===== config.mk =====
export PLATFORM = sky130hd
export DESIGN_NAME = mux2_1_stream_arbiter
export DESIGN_NICKNAME = d
export VERILOG_FILES = /design/src/rtl/mux2_1_stream_arbiter.sv
export SDC_FILE = /design/constraint.sdc
export NUM_CORES = 1
export LEC_CHECK = 0
export CORE_UTILIZATION = 43
export CTS_CLUSTER_SIZE = 25
export DETAILED_ROUTE_END_ITERATION = 6
export PLACE_DENSITY = 0.87
export SYNTH_ARGS = -nofsm -noshare
export SYNTH_HDL_FRONTEND = slang
export SYNTH_SLANG_ARGS = --single-unit

===== constraint.sdc =====
create_clock -name clk -period 2.35 [get_ports clk]
set_input_delay 0.3525 -clock clk [delete_from_list [all_inputs] [get_ports clk]]
set_output_delay 0.3525 -clock clk [all_outputs]
set_load 0.01 [all_outputs]

===== src/rtl/mux2_1_stream_arbiter.sv =====
// Two-input round-robin stream merger with bounded bursts and a one-entry registered output.
// S tags each Y beat with its source (0 = A1, 1 = A2) so Y/S can feed a 1:2 demux directly.
module mux2_1_stream_arbiter #(
    parameter int W     = 8,
    parameter int BURST = 4
) (
    input  logic         clk,
    input  logic         rst,
    input  logic [W-1:0] A1,
    input  logic         V1,
    output logic         R1,
    input  logic [W-1:0] A2,
    input  logic         V2,
    output logic         R2,
    output logic [W-1:0] Y,
    output logic         VY,
    input  logic         RY,
    output logic         S,
    output logic [1:0]   dbg_state
);

    localparam int CW = $clog2(BURST + 1);
    localparam logic [CW-1:0] CNT_LAST = CW'(BURST - 1);

    typedef enum logic [1:0] {
        IDLE = 2'd0,
        GNT1 = 2'd1,
        GNT2 = 2'd2
    } state_t;

    state_t        r_state;
    logic          r_last;
    logic [CW-1:0] r_cnt;
    logic [W-1:0]  r_y;
    logic          r_s;
    logic          r_vy;

    logic w_ld;
    logic w_r1;
    logic w_r2;
    logic w_acc1;
    logic w_acc2;
    logic w_burst_end;
    logic w_rel1;
    logic w_rel2;

    // Handshake: a beat moves on any edge where valid && ready; a producer holds
    // data/valid until that edge, and ready never waits on the producer's valid.
    assign w_ld        = !r_vy || RY;
    assign w_r1        = (r_state == GNT1) && w_ld;
    assign w_r2        = (r_state == GNT2) && w_ld;
    assign w_acc1      = V1 && w_r1;
    assign w_acc2      = V2 && w_r2;
    assign w_burst_end = (r_cnt == CNT_LAST);
    assign w_rel1      = !V1 || (w_acc1 && w_burst_end);
    assign w_rel2      = !V2 || (w_acc2 && w_burst_end);

    always_ff @(posedge clk or posedge rst) begin
        if (rst) begin
            r_state <= IDLE;
            r_last  <= 1'b1;
            r_cnt   <= '0;
            r_y     <= '0;
            r_s     <= 1'b0;
            r_vy    <= 1'b0;
        end else begin
            case (r_state)
                IDLE: begin
                    r_cnt <= '0;
                    // A tie goes to whichever input was not granted last.
                    if (V1 && (!V2 || r_last)) begin
                        r_state <= GNT1;
                        r_last  <= 1'b0;
                    end else if (V2) begin
                        r_state <= GNT2;
                        r_last  <= 1'b1;
                    end
                end
                GNT1: begin
                    if (w_rel1) begin
                        r_cnt <= '0;
                        if (V2) begin
                            r_state <= GNT2;
                            r_last  <= 1'b1;
                        end else if (V1) begin
                            r_state <= GNT1;
                            r_last  <= 1'b0;
                        end else begin
                            r_state <= IDLE;
                        end
                    end else if (w_acc1) begin
                        r_cnt <= r_cnt + CW'(1);
                    end
                end
                GNT2: begin
                    if (w_rel2) begin
                        r_cnt <= '0;
                        if (V1) begin
                            r_state <= GNT1;
                            r_last  <= 1'b0;
                        end else if (V2) begin
                            r_state <= GNT2;
                            r_last  <= 1'b1;
                        end else begin
                            r_state <= IDLE;
                        end
                    end else if (w_acc2) begin
                        r_cnt <= r_cnt + CW'(1);
                    end
                end
                default: begin
                    r_state <= IDLE;
                    r_cnt   <= '0;
                end
            endcase

            // Output register: load on acceptance, drop VY once the consumer takes it.
            if (w_acc1) begin
                r_y  <= A1;
                r_s  <= 1'b0;
                r_vy <= 1'b1;
            end else if (w_acc2) begin
                r_y  <= A2;
                r_s  <= 1'b1;
                r_vy <= 1'b1;
            end else if (RY) begin
                r_vy <= 1'b0;
            end
        end
    end

    assign R1        = w_r1;
    assign R2        = w_r2;
    assign Y         = r_y;
    assign VY        = r_vy;
    assign S         = r_s;
    assign dbg_state = r_state;

endmodule

==> summary.txt <==
Cells after Synth - 91
Area growth syn-to-layout - 39.7%
Slew Limit Fails - 0
Power Density - 1120 nW/um2
global route total overflow - 0
CP Max Fanout - 8
CTS max path bufs - 2
total CTS buffers - 3
#FFs+latches synth - 16
worst reg2reg startpoint - dbg_state[0]
synthesized area per cell - 10.4 um2
CP Launch Type - register
clock tree from TritonCTS - done
Worst VDD drop - 627 uV
post-route ant nets - 0
Core Box Area - 2020 um2
Worst R2R Setup Slack - 0.53 ns
nets - 154
initial antenna violation count - 0
Pleak - 0.000613 uW
yosys warns - 0
htree depth - 1
final setup violation count - 0
CP endpoint kind - primary output
hpwl dp - 1660 um
global-route wire length before repair - 3490 um
worst endpoint data arrival time - 1.84 ns
Critical R2R Capture - r_last
status - finished clean
DRT iter0 DRCs - 20
Synth Area in Adders - 0.0792
gpl congestion - 0.786
required time worst endpoint - 2.00 ns
Syn Nets - 118
Synth Area in Simple Gates - 0.136
XOR/XNOR Fraction of Synth Area - 0
Post-CTS Setup Repair Bufs - 0
mux cell area share after synthesis - 0.0884
hold slack - 0.431 ns
share of cells above drive strength 1 - 0.127
FP Rows - 16
post-synth cell types - 30
Die X - 49.0 um
vias per cell - 5.14
Hold Vio Cnt, Final - 0
setup total negative slack - 0 ns
Register-to-Register Path Depth - 6
Starting Density - 0.469
Sink Count - 16
post-layout worst setup margin - 0.161 ns
cts hold-fix bufs - 0
# DRC - 0
ANT cells - 0
sequential-to-total area share from yosys stat - 0.423
MaxCap Viol Count - 0
I/O pin cnt - 35
slew margin rel. - 0.606
Tmin final - 2.19 ns
cell area after synthesis - 948 um2
worst hold path class - in2async
largest family of logic cells by synthesized area - compound AO/OA/AOI/OAI gates
pin count of the biggest net entering global routing - 17
Setup Skew - 0.00798 ns
routed via count - 786
Die Y - 49.0 um
Worst-Skew Late Latency - 0.28 ns
Worst-path clk slew - 0.09 ns
Post-Place Setup Slack - 0.282 ns
Synth Area in Compound Gates - 0.187
critical path type - reg2out
placed inst area - 1290 um2
fmax - 457 MHz
number of global-route vias before repair - 788
finished layout cell area - 1330 um2
final critical-path share of the clock period - 0.932
Post-Route WL - 2080 um
number of I/O port buffers - 34
DRT Pass-1 Iters - 4
area of the multi-input gates - 468 um2
Final Util - 0.655
All-Layer GR Usage - 0.187
fillers - 160
clk root buf - clkbuf_4
actual slew at the worst max-slew pin - 0.590 ns
register area - 402 um2
die area - 2400 um2
unrepaired setup endpoints after global routing - false
WL/cell - 13.6 um
PostCTS Resize Cnt - 0
[cells in the mapped netlist]
library cell	count	area, um2
a211oi_1	2	15.0
a21oi_1	4	20.0
a21oi_2	1	8.76
a222oi_1	4	40.0
a22oi_1	2	15.0
a22oi_4	1	21.3
a31oi_1	1	6.26
and2_1	1	6.26
and2_2	1	7.51
and2b_2	1	8.76
and3_2	1	7.51
buf_6	2	22.5
clkbuf_8	1	13.8
dfrtp_1	15	375
dfstp_2	1	26.3
ha_1	6	75.1
inv_1	12	45.0
mux2_2	3	33.8
mux2i_1	5	50.1
nand2_1	7	26.3
nand2b_1	1	6.26
nand2b_4	2	27.5
nand3_1	1	5.00
nor2_1	6	22.5
nor2b_1	1	6.26
nor3_1	1	5.00
o21ai_0	5	25.0
o221ai_1	1	8.76
o311ai_0	1	8.76
o32ai_1	1	8.76
[per-layer routing]
layer | GRT usage | up-vias | wire length (um) | part of all wire
met3 | 0.0405 | 2 | 49 | 0.024
met1 | 0.215 | 379 | 943 | 0.45
met4 | 0.0490 | 0 | 13 | 0.0063
met5 | 0 | - | 0 | 0
met2 | 0.347 | 13 | 1070 | 0.51
li1 | - | 392 | - | -
[registers in the layout, summed over array words and instances (netlist names)]
register   count
r_cnt          3
r_last         1
VY             1
dbg_state      2
Y              8
S              1
[cells in the final DEF, fill, tap and decap left out]
cell type	n
nor3_1	1
dfstp_2	1
ha_1	5
clkbuf_8	1
clkbuf_4	3
a21oi_1	4
a22oi_4	1
nand2b_1	1
nor2b_1	1
a21oi_2	1
nand2_1	7
and3_2	1
a22oi_1	2
inv_1	12
o21ai_0	5
o221ai_1	1
a31oi_1	1
nor2_1	6
o311ai_0	1
nand3_1	1
dfrtp_1	15
nand2b_4	2
clkdlybuf4s50_1	34
and2_1	1
a211oi_1	2
and2b_2	1
mux2i_1	5
and2_2	1
a222oi_1	4
ha_2	1
mux2_2	3
o32ai_1	1
[area by class of cell]
class,instances,share of cell area
repair buffers,34,0.257
multi-input cells,60,0.353
flip-flops and latches,16,0.303
inverters,12,0.0340
clock buffers,4,0.0274
well taps,27,0.0255
[report_power, final]
part           switching [uW]  internal, uW
logic                     385           439
registers                82.6           394
clock network            83.3          94.3
[logic make-up (layout without fill, tap and decap cells)]
family,count (synthesis),in the layout
adder cells (fa/ha/maj),6,6
AO/OA/AOI/OAI,23,23
multiplexers,8,8
AND/OR/NAND/NOR,23,23
buffers and inverters,15,50
flip-flops,16,16
[critical path, cell delays in order, from the launching register on]
cell	delay, ns
dfrtp_1	0.43
inv_1	0.09
ha_1	0.34
and2_1	0.18
clkdlybuf4s50_1	0.52
[worst max-delay path by stage]
stage                     cells after the start    startpoint  slack, ns     end
after global routing                          4  dbg_state[1]       0.06      R1
after global placement                        5            V2       0.32  r_last
after detailed placement                      5            V2       0.28  r_last
after floorplan                               6  dbg_state[0]       0.60  r_last
after CTS                                     4  dbg_state[0]       0.09      R2
final                                         4  dbg_state[1]       0.16      R1
[stage by stage]
| step | cells | power [uW] |
|---|---|---|
| 2_1_floorplan | 91 | 971 |
| 3_5_place_dp | 149 | 1310 |
| 4_1_cts | 153 | 1490 |
| 3_3_place_gp | 149 | 1260 |
| 6_report | 153 | 1480 |
| 5_1_grt | 153 | 1590 |
No activity file was read; power rests on OpenSTA's default activity.
